[src/rtl/fifo_rd_packer.sv]
// fifo_rd_packer: pops FIFO words into PACK-lane beats, emitting on full beat, flush or idle timeout
module fifo_rd_packer #(
    parameter int DATA_WIDTH = 8,
    parameter int PACK       = 4,
    parameter int TIMEOUT    = 15
) (
    input  logic                          rclk,
    input  logic                          rrst,
    input  logic                          rempty,
    input  logic [DATA_WIDTH-1:0]         rdata,
    output logic                          rinc,
    input  logic                          flush,
    output logic                          m_valid,
    input  logic                          m_ready,
    output logic [DATA_WIDTH*PACK-1:0]    m_data,
    output logic [PACK-1:0]               m_keep,
    output logic [$clog2(PACK+1)-1:0]     lane_cnt
);
    localparam int CW = $clog2(PACK+1);
    localparam logic [0:0] FILL = 1'b0;
    localparam logic [0:0] EMIT = 1'b1;
    logic [0:0] state;
    logic [7:0] idle;
    logic       fill;
    logic       partial;
    logic       timeout_hit;
    assign fill        = state == FILL;
    assign partial     = lane_cnt != '0;
    assign rinc        = fill && !rempty && !(flush && partial) && !rrst;
    // fires on the idle cycle that would bring the counter to TIMEOUT, so it never races a pop
    assign timeout_hit = fill && partial && rempty && idle == 8'(TIMEOUT-1);
    assign m_valid     = state == EMIT;
    always_ff @(posedge rclk) begin
        if (rrst) begin
            state    <= FILL;
            m_data   <= '0;
            m_keep   <= '0;
            lane_cnt <= '0;
            idle     <= '0;
        end else if (fill) begin
            if (rinc) begin
                for (int i = 0; i < PACK; i++) begin
                    if (lane_cnt == CW'(i)) begin
                        m_data[i*DATA_WIDTH +: DATA_WIDTH] <= rdata;
                        m_keep[i] <= 1'b1;
                    end
                end
                lane_cnt <= lane_cnt + CW'(1);
                idle     <= '0;
                if (lane_cnt == CW'(PACK-1))
                    state <= EMIT;
            end else if ((flush && partial) || timeout_hit) begin
                state <= EMIT;
                idle  <= '0;
            end else if (partial && rempty) begin
                idle <= idle + 8'd1;
            end
        end else if (m_ready) begin
            state    <= FILL;
            m_data   <= '0;
            m_keep   <= '0;
            lane_cnt <= '0;
            idle     <= '0;
        end
    end
endmodule
[config.mk]
export PLATFORM = sky130hd
export DESIGN_NAME = fifo_rd_packer
export DESIGN_NICKNAME = d
export VERILOG_FILES = /design/src/rtl/fifo_rd_packer.sv
export SDC_FILE = /design/constraint.sdc
export NUM_CORES = 1
export LEC_CHECK = 0
export ABC_AREA = 1
export CORE_UTILIZATION = 45
export CTS_CLUSTER_SIZE = 30
export DETAILED_ROUTE_END_ITERATION = 6
export MAX_ROUTING_LAYER = met4
export PLACE_DENSITY_LB_ADDON = 0.15
export REMOVE_ABC_BUFFERS = 1
export SLEW_MARGIN = 20
export SYNTH_ARGS = -nofsm -noshare
export SYNTH_HDL_FRONTEND = slang
export SYNTH_SLANG_ARGS = --single-unit
[constraint.sdc]
create_clock -name rclk -period 2.8 [get_ports rclk]
set_clock_uncertainty 0.1 [all_clocks]
set_input_delay 0.56 -clock rclk [delete_from_list [all_inputs] [get_ports rclk]]
set_output_delay 0.56 -clock rclk [all_outputs]
set_load 0.01 [all_outputs]
==> results of run 1 <==
[state kept, by name, indices dropped and copies added, names as in the netlist]
register / cells
lane_cnt: 3
m_valid: 1
m_keep: 4
m_data: 32
idle: 8
[critical path: stages]
cell and delay (ps):
sky130_fd_sc_hd__clkdlybuf4s50_1 460, sky130_fd_sc_hd__nor3_2 250, sky130_fd_sc_hd__nand2_4 60, sky130_fd_sc_hd__inv_1 120, sky130_fd_sc_hd__clkdlybuf4s50_1 560
[worst max-delay path by stage]
stage / startpoint / end / slack, ps / cells past startpoint
finish: rempty / rinc / 140 / 5
global route: rempty / rinc / 60 / 5
CTS: rempty / rinc / 130 / 5
detailed placement: rempty / rinc / 140 / 5
global placement: rempty / rinc / 180 / 5
floorplan: lane_cnt[0] / rinc / 1050 / 6
[metrics by stage]
step / utilization [%] / hold slack, ps
after floorplan: - / 374.0
after global placement: 61.56 / 335.2
after detailed placement: 61.56 / 341.4
after CTS: 63.64 / 355.0
after global routing: 63.64 / 379.9
final: 63.64 / 352.5
[area by class of cell]
class                   instances  area [um2]  area share [%]
flip-flops and latches         48       960.9           33.52
inverters                      38       147.6           5.151
multi-input cells             212        1039           36.23
repair buffers                 57       560.5           19.55
clock buffers                   7       86.33           3.012
well taps                      52       65.06           2.270
clock inverters                 1       7.507          0.2619
[cells in the mapped netlist]
master / n
sky130_fd_sc_hd__a21oi_1: 41
sky130_fd_sc_hd__buf_2: 2
sky130_fd_sc_hd__buf_4: 1
sky130_fd_sc_hd__clkbuf_1: 4
sky130_fd_sc_hd__clkinv_1: 1
sky130_fd_sc_hd__dfxtp_1: 48
sky130_fd_sc_hd__ha_1: 7
sky130_fd_sc_hd__inv_1: 33
sky130_fd_sc_hd__inv_2: 2
sky130_fd_sc_hd__inv_4: 2
sky130_fd_sc_hd__nand2_1: 95
sky130_fd_sc_hd__nand2_2: 5
sky130_fd_sc_hd__nand2_4: 5
sky130_fd_sc_hd__nand3_1: 14
sky130_fd_sc_hd__nand3_2: 1
sky130_fd_sc_hd__nor2_1: 32
sky130_fd_sc_hd__nor2_2: 2
sky130_fd_sc_hd__nor2_4: 2
sky130_fd_sc_hd__nor3_2: 1
sky130_fd_sc_hd__o21ai_0: 1
sky130_fd_sc_hd__o21ai_2: 1
sky130_fd_sc_hd__o31ai_1: 1
sky130_fd_sc_hd__o32ai_1: 1
sky130_fd_sc_hd__xor2_1: 3
[cells by family after synthesis]
group,after synthesis
and+or+nand+nor,157
buffers and inverters,45
xor gates and xnor gates,3
adders and majority gates,7
DFF,48
AOI/OAI and AO/OA,45
[power breakdown]
group / switching [uW] / total [uW] / internal, uW / leakage [uW]
sequential: 40.8 / 769 / 729 / 0.000390
combinational: 219 / 374 / 155 / 0.000740
clock: 226 / 428 / 201 / 0.0000445
total: 486 / 1570 / 1080 / 0.00117
[per-layer routing]
metal / wire (um) / global-route usage, % / up-vias / share of wire [%]
li1: - / - / 1060 / -
met1: 2315 / 28.05 / 912 / 46
met2: 2338 / 33.23 / 53 / 47
met3: 273 / 3.516 / 4 / 5.5
met4: 73 / 7.625 / 0 / 1.5
met5: 0 / - / - / 0
==> tab_implementation.tex, run 1 <==
\begin{tabular}{lr}
\hline
Metric & Value \\
\hline
\multicolumn{2}{l}{\textbf{Placement}} \\
Pre-CTS WS & 140.1 ps \\
Instance area at placement & 2773 um2 \\
DP Wirelength & 3.565 mm \\
Dpl cells & 407 \\
Routability congestion estimate & just over 0.8 \\
Number of buffer cells added on primary ports & 53 \\
\multicolumn{2}{l}{\textbf{CTS}} \\
Cell chosen for the clock root & sky130\_fd\_sc\_hd\_\_clkbuf\_8 \\
Hold-fix buffers at CTS & 0 \\
Maximum clock insertion buffer count & 2 \\
Number of buffers added for setup after CTS & 0 \\
Number of resized instances in the post-cts repair step & 0 \\
Number of H-tree branching levels & 2 \\
Clock buffers created by TritonCTS & 5 \\
CTS clk-pin slew, worst paths & $\sim$90 ps \\
Clock sink total & 48 \\
Latest clock arrival within the worst-skew pair & 290 ps \\
TritonCTS clock tree & yes \\
\multicolumn{2}{l}{\textbf{Synth}} \\
Synthesized-area fraction occupied by ao, oa, aoi and oai cells & 10.79\% \\
Fraction of synthesized cell area in xor and xnor cells & 1.206\% \\
Top area cells in the synthesized netlist & sky130\_fd\_sc\_hd\_\_dfxtp\_1, sky130\_fd\_sc\_hd\_\_nand2\_1, sky130\_fd\_sc\_hd\_\_a21oi\_1 \\
Dominant combinational cell family by area after synthesis & simple AND/OR/NAND/NOR gates \\
Combined area of all synthesized cells & 2180 um2 \\
Part of the Yosys area used for sequential elements & 44.09\% \\
Synthesized flop and latch total & between 40 and 50 \\
Adder-cell share of the synthesized area & 4.018\% \\
Distinct cell type count after synthesis & 24 \\
Post-Synth Simple-Gate Area & a little under a third \\
Mux contribution to synthesized area & 0\% \\
Library cell with the largest summed area after synthesis & sky130\_fd\_sc\_hd\_\_dfxtp\_1 \\
Area share of the leading cell type in the synthesized netlist & 44.09\% \\
Cell count after synthesis & roughly 300 \\
Mean cell area of the mapped netlist & 7.146 um2 \\
Number of synthesis warnings & 0 \\
\multicolumn{2}{l}{\textbf{Finish}} \\
Diode count & 0 \\
Most common cell after layout, fill and taps aside & sky130\_fd\_sc\_hd\_\_nand2\_1 \\
Most used cells in the layout excluding fill and tap cells & sky130\_fd\_sc\_hd\_\_nand2\_1, sky130\_fd\_sc\_hd\_\_clkdlybuf4s50\_1, sky130\_fd\_sc\_hd\_\_dfxtp\_1, sky130\_fd\_sc\_hd\_\_a21oi\_1, sky130\_fd\_sc\_hd\_\_inv\_1 \\
Layout filler cell count & 431 \\
Final Instance Area & 2867 um2 \\
Fraction of final layout cells sized beyond drive strength 1 & 8.815\% \\
Layout Area Growth over Synthesis & 31.52\% \\
Non-filler cells, final & between 400 and 500 \\
Layout net count & 382 \\
\multicolumn{2}{l}{\textbf{Critical path}} \\
Critical Setup Path Class & primary input to output port \\
Worst setup SP type & primary input \\
Capturing element type of the critical path & output port \\
Terminus of the critical flop-to-flop path & m\_data[11] \\
Arrival time of the worst setup path & 2000 ps \\
Endpoint required time on the critical path & 2140 ps \\
Worst-path maximum fanout & 4 \\
Launching point of the worst reg2reg path & lane\_cnt[0] \\
FF-to-FF path depth & 12 \\
Reg-to-reg setup timing slack & 700 ps \\
\multicolumn{2}{l}{\textbf{Timing}} \\
Slew headroom & 61.80\% \\
Final Hold Violating Endpoints & 0 \\
Share of the clock period used by the worst path after layout & a little over nine tenths \\
Setup Viol. Count Final & 0 \\
Minimum setup slack in the final design & approximately 140 ps \\
Clock period minus worst slack & 2664 ps \\
Fin Setup TNS & 0 ps \\
Number of max-slew violations in the final report & 0 \\
Max Clk Rate & 375.3 MHz \\
Worst-margin pin slew & between 500 and 600 ps \\
RSZ-0062 raised after global routing & no \\
\multicolumn{2}{l}{\textbf{Global route}} \\
First-pass GRT wire length & just over 8 mm \\
Final global-route overflow total & 0 \\
Number of antenna violations at the first check in global routing & 0 \\
Maximum number of pins on one net before global-route repair & 36 \\
Global Route Usage Sum & 21.29\% \\
Number of global-route vias before repair & 1791 \\
\multicolumn{2}{l}{\textbf{Die}} \\
Die W & 71.60 um \\
Die height & between 70 and 80 um \\
Initial Utilization & 48.39\% \\
Die outline area & 5126 um2 \\
Core box area & 4504 um2 \\
Site row count & 24 \\
IO Count & 54 \\
\multicolumn{2}{l}{\textbf{Outcome}} \\
Run status & completed \\
\multicolumn{2}{l}{\textbf{Drt}} \\
Post-route antenna net violation count & 0 \\
Via density per instance & 4.889 \\
Initial detailed-routing violation count & 109 \\
Total length of routed wires & between 5 and 6 mm \\
Router iterations before antenna repair & 6 \\
Routed wire length per instance & 12.05 um \\
DR DRC count & 0 \\
Via count & roughly 2000 \\
\multicolumn{2}{l}{\textbf{Power}} \\
Power density over the cells & 548.1 nW/um2 \\
Largest vdd supply drop & 322.1 uV \\
Standby leakage power & 0.001174 uW \\
Post-layout power & 1571 uW \\
\multicolumn{2}{l}{\textbf{Worst hold path}} \\
Startpoint of the tightest hold check path & m\_keep[2] \\
Hold worst-path end & m\_keep[2] \\
Hold path cells & 2 \\
Worst hold path type & flip-flop to flip-flop \\
\multicolumn{2}{l}{\textbf{Flow run}} \\
Maximum capacitance violations & 0 \\
\hline
\end{tabular}
No activity file was read; power rests on OpenSTA's default activity.
==> run 2: changes to the inputs <==
--- a/config.mk
+++ b/config.mk
@@ -6,7 +6,7 @@
 export NUM_CORES = 1
 export LEC_CHECK = 0
 export ABC_AREA = 1
-export CORE_UTILIZATION = 45
+export CORE_UTILIZATION = 52
 export CTS_CLUSTER_SIZE = 30
 export DETAILED_ROUTE_END_ITERATION = 6
 export MAX_ROUTING_LAYER = met4
==> run 2 against run 1 <==
Worst hold slack improved by 5.1 ps. Maximum frequency down 1.2%. First-iteration DRC count increased by 36%. Routed wire length decreased by 0.26%. Setup slack got worse by 32 ps. Critical path depth stayed put. Power shrank 1.5%. Register-to-register slack barely moved. Cell area is 0.26% lower.
==> tab_implementation.tex, run 2 (synthesis results as in run 1) <==
\begin{tabular}{lr}
\hline
Metric & Value \\
\hline
\multicolumn{2}{l}{\textbf{Outcome}} \\
Run status & completed \\
\multicolumn{2}{l}{\textbf{CTS}} \\
Latest clock arrival within the worst-skew pair & 300 ps (about the same) \\
Number of H-tree branching levels & 2 (unchanged) \\
Clock sink total & 48 (unchanged) \\
TritonCTS clock tree & yes \\
Number of resized instances in the post-cts repair step & 0 (unchanged) \\
Maximum clock insertion buffer count & 2 (unchanged) \\
Number of buffers added for setup after CTS & 0 (unchanged) \\
Hold-fix buffers at CTS & 0 (unchanged) \\
CTS clk-pin slew, worst paths & 90 ps (about the same) \\
Cell chosen for the clock root & sky130\_fd\_sc\_hd\_\_clkbuf\_8 \\
Clock buffers created by TritonCTS & 5 (unchanged) \\
\multicolumn{2}{l}{\textbf{Drt}} \\
Via count & 2083 (+2.7\%) \\
DR DRC count & 0 (unchanged) \\
Router iterations before antenna repair & 4 (-2) \\
Initial detailed-routing violation count & 148 (+36\%) \\
Post-route antenna net violation count & 0 (unchanged) \\
Routed wire length per instance & 12.08 um (+0.22\%) \\
Total length of routed wires & 4.988 mm (-0.26\%) \\
Via density per instance & 5.044 (+3.2\%) \\
\multicolumn{2}{l}{\textbf{Finish}} \\
Layout Area Growth over Synthesis & 31.17\% \\
Most used cells in the layout excluding fill and tap cells & sky130\_fd\_sc\_hd\_\_nand2\_1, sky130\_fd\_sc\_hd\_\_clkdlybuf4s50\_1, sky130\_fd\_sc\_hd\_\_dfxtp\_1, sky130\_fd\_sc\_hd\_\_a21oi\_1, sky130\_fd\_sc\_hd\_\_inv\_1 \\
Layout filler cell count & 350 (-19\%) \\
Final standard cell utilization of the core & 71.47\% (+7.8 points) \\
Most flop-heavy register & m\_data \\
Largest registers & m\_data: 32 flops, idle: 8 flops, m\_keep: 4 flops \\
Diode count & 0 (unchanged) \\
Layout net count & 383 (+0.26\%) \\
Flip-flop count of the largest register after layout & 32 (unchanged) \\
Most common cell after layout, fill and taps aside & sky130\_fd\_sc\_hd\_\_nand2\_1 \\
Fraction of final layout cells sized beyond drive strength 1 & 9.091\% (+0.28 points) \\
\multicolumn{2}{l}{\textbf{Die}} \\
Initial Utilization & 54.49\% (+6.1 points) \\
IO Count & 54 (unchanged) \\
Core box area & 4000 um2 (-11\%) \\
Site row count & 23 (-4.2\%) \\
Die W & 66.74 um (-6.8\%) \\
Die outline area & 4454 um2 (-13\%) \\
Die height & 66.74 um (-6.8\%) \\
\multicolumn{2}{l}{\textbf{Critical path}} \\
Endpoint required time on the critical path & 2140 ps (about the same) \\
Worst-path maximum fanout & 4 (unchanged) \\
Worst setup SP type & primary input \\
Arrival time of the worst setup path & 2040 ps (+40 ps) \\
Critical Setup Path Class & primary input to output port \\
Capturing element type of the critical path & output port \\
\multicolumn{2}{l}{\textbf{Timing}} \\
Final Hold Violating Endpoints & 0 (unchanged) \\
RSZ-0062 raised after global routing & no \\
Number of max-slew violations in the final report & 0 (unchanged) \\
Clock period minus worst slack & 2696 ps (+31.77 ps) \\
Fin Setup TNS & 0 ps (unchanged) \\
Max Clk Rate & 370.9 MHz (-1.2\%) \\
Setup Viol. Count Final & 0 (unchanged) \\
Worst-margin pin slew & 429.6 ps (-142.5 ps) \\
Minimum setup slack in the final design & 103.9 ps (-31.77 ps) \\
Slew headroom & 71.25\% (+9.4 points) \\
Share of the clock period used by the worst path after layout & 96.29\% (+1.1 points) \\
\multicolumn{2}{l}{\textbf{Flow run}} \\
Maximum capacitance violations & 0 (unchanged) \\
\multicolumn{2}{l}{\textbf{Global route}} \\
First-pass GRT wire length & 7.797 mm (-5.9\%) \\
Final global-route overflow total & 0 (unchanged) \\
Global Route Usage Sum & 24.27\% (+3.0 points) \\
Met2 track demand over resource in global routing & 37.75\% (+4.5 points) \\
Number of global-route vias before repair & 1685 (-5.9\%) \\
Layer with the highest usage after global routing & met2 \\
Number of antenna violations at the first check in global routing & 0 (unchanged) \\
Fraction of met1 tracks used by global routing & 31.52\% (+3.5 points) \\
Maximum number of pins on one net before global-route repair & 36 (unchanged) \\
Met3 Track Usage GR & 4.110\% (+0.59 points) \\
\multicolumn{2}{l}{\textbf{Placement}} \\
Routability congestion estimate & 0.7828 (-5.5\%) \\
Number of buffer cells added on primary ports & 53 (unchanged) \\
DP Wirelength & 3.599 mm (+0.95\%) \\
Pre-CTS WS & 122.4 ps (-17.67 ps) \\
\multicolumn{2}{l}{\textbf{Power}} \\
Post-layout power & 1548 uW (-1.5\%) \\
Largest vdd supply drop & 353.1 uV (+9.6\%) \\
Standby leakage power & 0.001175 uW (about the same) \\
Power density over the cells & 541.5 nW/um2 (-1.2\%) \\
\multicolumn{2}{l}{\textbf{Worst hold path}} \\
Worst hold path type & flip-flop to flip-flop \\
\hline
\end{tabular}
-- run 2: layout make-up --
type | instances | area (um2) | share of cell area (%)
clock buffers | 5 | 68.82 | 2.407
clock inverters | 2 | 12.51 | 0.4376
inverters | 38 | 147.6 | 5.164
multi-input cells | 212 | 1039 | 36.32
flip-flops and latches | 48 | 960.9 | 33.61
well taps | 50 | 62.56 | 2.188
repair buffers | 58 | 568.0 | 19.87
-- run 2: where the power goes --
part           leakage [uW]  internal [uW]  switching, uW
combinational      0.000745            157            225
clock             0.0000400            170            233
sequential         0.000390            729           34.9
total               0.00117           1060            493
-- run 2: per-layer routing --
| layer | vias up | routed length (um) |
|---|---|---|
| li1 | 1060 | - |
| met1 | 968 | 2301 |
| met2 | 50 | 2429 |
| met3 | 5 | 197 |
| met4 | 0 | 59 |
| met5 | - | 0 |
-- run 2: final timing paths --
check	start	cells after the start	to	slack [ps]
hold / removal	m_keep[2]	2	m_keep[2]	360
setup / recovery	rempty	5	rinc	100
hold reg to reg	m_keep[2]	2	m_keep[2]	360
setup reg to reg	lane_cnt[0]	12	m_data[20]	700
-- run 2: per-stage QoR --
step	instances	cell area (um2)	hold slack (ps)
floorplan	298	2147	374.0
global placement	406	2778	335.3
detailed placement	406	2778	343.0
CTS	413	2859	356.1
global route	413	2859	370.9
finish	413	2859	357.6
-- run 2: worst max-delay path: stages --
cell and delay, ps:
sky130_fd_sc_hd__clkdlybuf4s50_1 470, sky130_fd_sc_hd__nor3_2 270, sky130_fd_sc_hd__nand2_4 70, sky130_fd_sc_hd__inv_1 110
sky130_fd_sc_hd__clkdlybuf4s50_1 550
==> run 3: changes to the inputs <==
--- a/config.mk
+++ b/config.mk
@@ -12,7 +12,7 @@
 export MAX_ROUTING_LAYER = met4
 export PLACE_DENSITY_LB_ADDON = 0.15
 export REMOVE_ABC_BUFFERS = 1
-export SLEW_MARGIN = 20
+export SLEW_MARGIN = 0
 export SYNTH_ARGS = -nofsm -noshare
 export SYNTH_HDL_FRONTEND = slang
 export SYNTH_SLANG_ARGS = --single-unit
==> results of run 3 <==
The final DEF is identical to that of run 2; final timing and power are the same.
==> patch: new RTL, config.mk and constraints of run 2 <==
Put one more register stage on the output `lane_cnt`, without a reset. The value now appears one clock later. The other outputs are not delayed to match.
--- a/src/rtl/fifo_rd_packer.sv
+++ b/src/rtl/fifo_rd_packer.sv
@@ -20,4 +20,6 @@
     localparam logic [0:0] FILL = 1'b0;
     localparam logic [0:0] EMIT = 1'b1;
+
+    logic [$clog2(PACK+1)-1:0] lane_cnt_s0;
     logic [0:0] state;
     logic [7:0] idle;
@@ -26,5 +28,5 @@
     logic       timeout_hit;
     assign fill        = state == FILL;
-    assign partial     = lane_cnt != '0;
+    assign partial     = lane_cnt_s0 != '0;
     assign rinc        = fill && !rempty && !(flush && partial) && !rrst;
     // fires on the idle cycle that would bring the counter to TIMEOUT, so it never races a pop
@@ -36,17 +38,17 @@
             m_data   <= '0;
             m_keep   <= '0;
-            lane_cnt <= '0;
+            lane_cnt_s0 <= '0;
             idle     <= '0;
         end else if (fill) begin
             if (rinc) begin
                 for (int i = 0; i < PACK; i++) begin
-                    if (lane_cnt == CW'(i)) begin
+                    if (lane_cnt_s0 == CW'(i)) begin
                         m_data[i*DATA_WIDTH +: DATA_WIDTH] <= rdata;
                         m_keep[i] <= 1'b1;
                     end
                 end
-                lane_cnt <= lane_cnt + CW'(1);
+                lane_cnt_s0 <= lane_cnt_s0 + CW'(1);
                 idle     <= '0;
-                if (lane_cnt == CW'(PACK-1))
+                if (lane_cnt_s0 == CW'(PACK-1))
                     state <= EMIT;
             end else if ((flush && partial) || timeout_hit) begin
@@ -60,7 +62,11 @@
             m_data   <= '0;
             m_keep   <= '0;
-            lane_cnt <= '0;
+            lane_cnt_s0 <= '0;
             idle     <= '0;
         end
     end
+    always_ff @(posedge rclk) begin
+        lane_cnt <= lane_cnt_s0;
+    end
+
 endmodule
Check against the original RTL: not equivalent (Yosys sat finds a counterexample within 4 cycles, from zero or initial values and one cycle with rrst high).
==> patch against run 2 <==
Utilization decreased by 1.0 points; wire length increased by 6.8%; fmax increased by 1.6%; sequential cell count increased by 3; sequential power increased by 5.5%; die area increased by 9.5%; worst setup slack improved by 0.044 ns; area after synthesis increased by 9.8%; total power increased by 15%; register-to-register slack improved by 0.05 ns; via count decreased by 0.34%; cell area increased by 8.1%.
==> patch: results (changes against run 2) <==
timing:
  worst_slew_pin_slew_ns: 0.416  # was 0.430 ns
  layout_worst_path_cycle_share: 0.947  # was 0.963
  fin_worst_hold_slack_ns: 0.275  # was 0.358 ns
power:
  total_leakage_power_uw: 0.00125  # was 0.00117 uW
  vdd_ir_drop_max_v: 0.000324  # was 0.000353 V
yosys:
  synth_common_cells: "sky130_fd_sc_hd__nand2_1 (67), sky130_fd_sc_hd__dfxtp_1 (51), sky130_fd_sc_hd__nor2_1 (35)"  # was sky130_fd_sc_hd__nand2_1 (95), sky130_fd_sc_hd__dfxtp_1 (48), sky130_fd_sc_hd__a21oi_1 (41)
  netlist_top_cells_area: "sky130_fd_sc_hd__dfxtp_1 (43%), sky130_fd_sc_hd__nand2_1 (11%), sky130_fd_sc_hd__a21oi_1 (6.5%)"  # was sky130_fd_sc_hd__dfxtp_1 (44%), sky130_fd_sc_hd__nand2_1 (16%), sky130_fd_sc_hd__a21oi_1 (9.4%)
  ys_seq_area_frac: 0.427  # was 0.441
  synthDistinctLibCells: 29  # was 24
  ys.warnings.count: 0  # unchanged
  number_of_instances_in_the_synthesized_netlist: 307  # was 305
placement:
  place_hpwl_um: 3820  # was 3600 um
  globalplace.congestion: 0.846  # was 0.783
  numPortBuffers: 53  # unchanged
  placedCellCount: 408  # was 406
  pre_cts_ws_ns: 0.147  # was 0.122 ns
layout:
  largest_registers: "m_data x32, idle x8, m_keep x4"  # unchanged
  nets: 383  # unchanged
  insertedDiodeCount: 0  # unchanged
  final.fill_count: 378  # was 350
  drive_gt1_frac: 0.162  # was 0.0909
  stdcell_count: 416  # was 413
critical_path:
  timing.critical_path.slowest_cell_delay_ns: 0.55  # about the same
  worst-endpoint-arrival_ns: 1.99  # was 2.04 ns
  rr_worst_depth: 10  # was 12
  reg2reg_to: "m_data[24]"  # was m_data[20]
  critPathTopFamily: "buffers and inverters"  # unchanged
  r2r_setup_slack_ns: 0.75  # was 0.70 ns
  reg2reg_from: "lane_cnt_s0[0]"  # was lane_cnt[0]
clock_tree:
  cts_max_path_buffers: 2  # unchanged
  numCtsBuffers: 5  # unchanged
  clkLatencyLatePin_ns: 0.30  # about the same
  cts_post_setup_buffers_inserted: 0  # unchanged
  clk_transition_reported_paths_ns: 0.09  # about the same
routing:
  wl_per_cell_um: 12.8  # was 12.1 um
  avgViaCountPerCell: 4.99  # was 5.04
  drc_marker_count_from_the_first_detailed_route_iteration: 124  # was 148
grt:
  grt_start_max_net_pins: 36  # unchanged
  global_route_wire_length_before_repair_um: 8890  # was 7800 um
  groute.usage.overall: 0.235  # was 0.243
  grt_pass1_vias: 1928  # was 1685
status:
  run_status: "completed"  # unchanged
hold_path:
  whs_endpoint: "lane_cnt[2]"  # was m_keep[2]
  whs_path_depth: 0  # was 2
  hold_path_startpoint: "lane_cnt_s0[2]"  # was m_keep[2]
patch: report_power, final:
| part | switching, uW | internal, uW | total [uW] |
|---|---|---|---|
| Sequential | 33.8 | 772 | 806 |
| Clock | 254 | 294 | 548 |
| Combinational | 258 | 165 | 423 |
patch: kinds of logic after synthesis:
kind of cell    after synthesis  synth area share
simple gates                158             0.331
flops                        51             0.427
compound gates               45             0.117
buf+inv                      43            0.0774
fa+ha+maj                     7            0.0366
xor+xnor                      3            0.0110
patch: worst reg2reg max path, stage by stage (launching register included):
cell and delay [ns]:
sky130_fd_sc_hd__dfxtp_1 0.43, sky130_fd_sc_hd__inv_1 0.10, sky130_fd_sc_hd__ha_1 0.24, sky130_fd_sc_hd__nand2_4 0.12, sky130_fd_sc_hd__nand2_4 0.08, sky130_fd_sc_hd__nand2_4 0.07
sky130_fd_sc_hd__buf_4 0.18, sky130_fd_sc_hd__nor2_4 0.10, sky130_fd_sc_hd__o21ai_4 0.35, sky130_fd_sc_hd__nand2_2 0.09, sky130_fd_sc_hd__a21oi_2 0.12
patch: cell type report:
cell class | instances | area (um^2) | share of cell area
Clock buffer | 6 | 82.6 | 0.0267
Clock inverter | 2 | 38.8 | 0.0126
Inverter | 35 | 134 | 0.0433
Multi-Input combinational cell | 213 | 1190 | 0.384
Sequential cell | 51 | 1020 | 0.330
Tap cell | 52 | 65.1 | 0.0211
Timing Repair Buffer | 57 | 561 | 0.181
patch: per-layer routing:
metal / global-route usage / share of wire / vias up
met1: 0.319 / 0.49 / 941
met4: 0.0800 / 0.014 / 0
met3: 0.0320 / 0.036 / 7
met2: 0.362 / 0.46 / 46
met5: - / 0 / -
li1: - / - / 1082
patch: worst max-delay path by stage:
stage | cells past startpoint | to | from
after floorplan | 6 | rinc | lane_cnt_s0[0]
after global placement | 5 | rinc | rempty
after detailed placement | 5 | rinc | rempty
after CTS | 5 | rinc | rempty
after global routing | 5 | rinc | rempty
final | 5 | rinc | rempty
patch: metrics by stage:
step	util	total power (uW)	cell area, um^2
5_1_grt	0.705	1870	3090
3_3_place_gp	0.677	1240	2970
3_5_place_dp	0.677	1250	2970
4_1_cts	0.705	1780	3090
6_report	0.705	1780	3090
2_1_floorplan	-	1090	2340
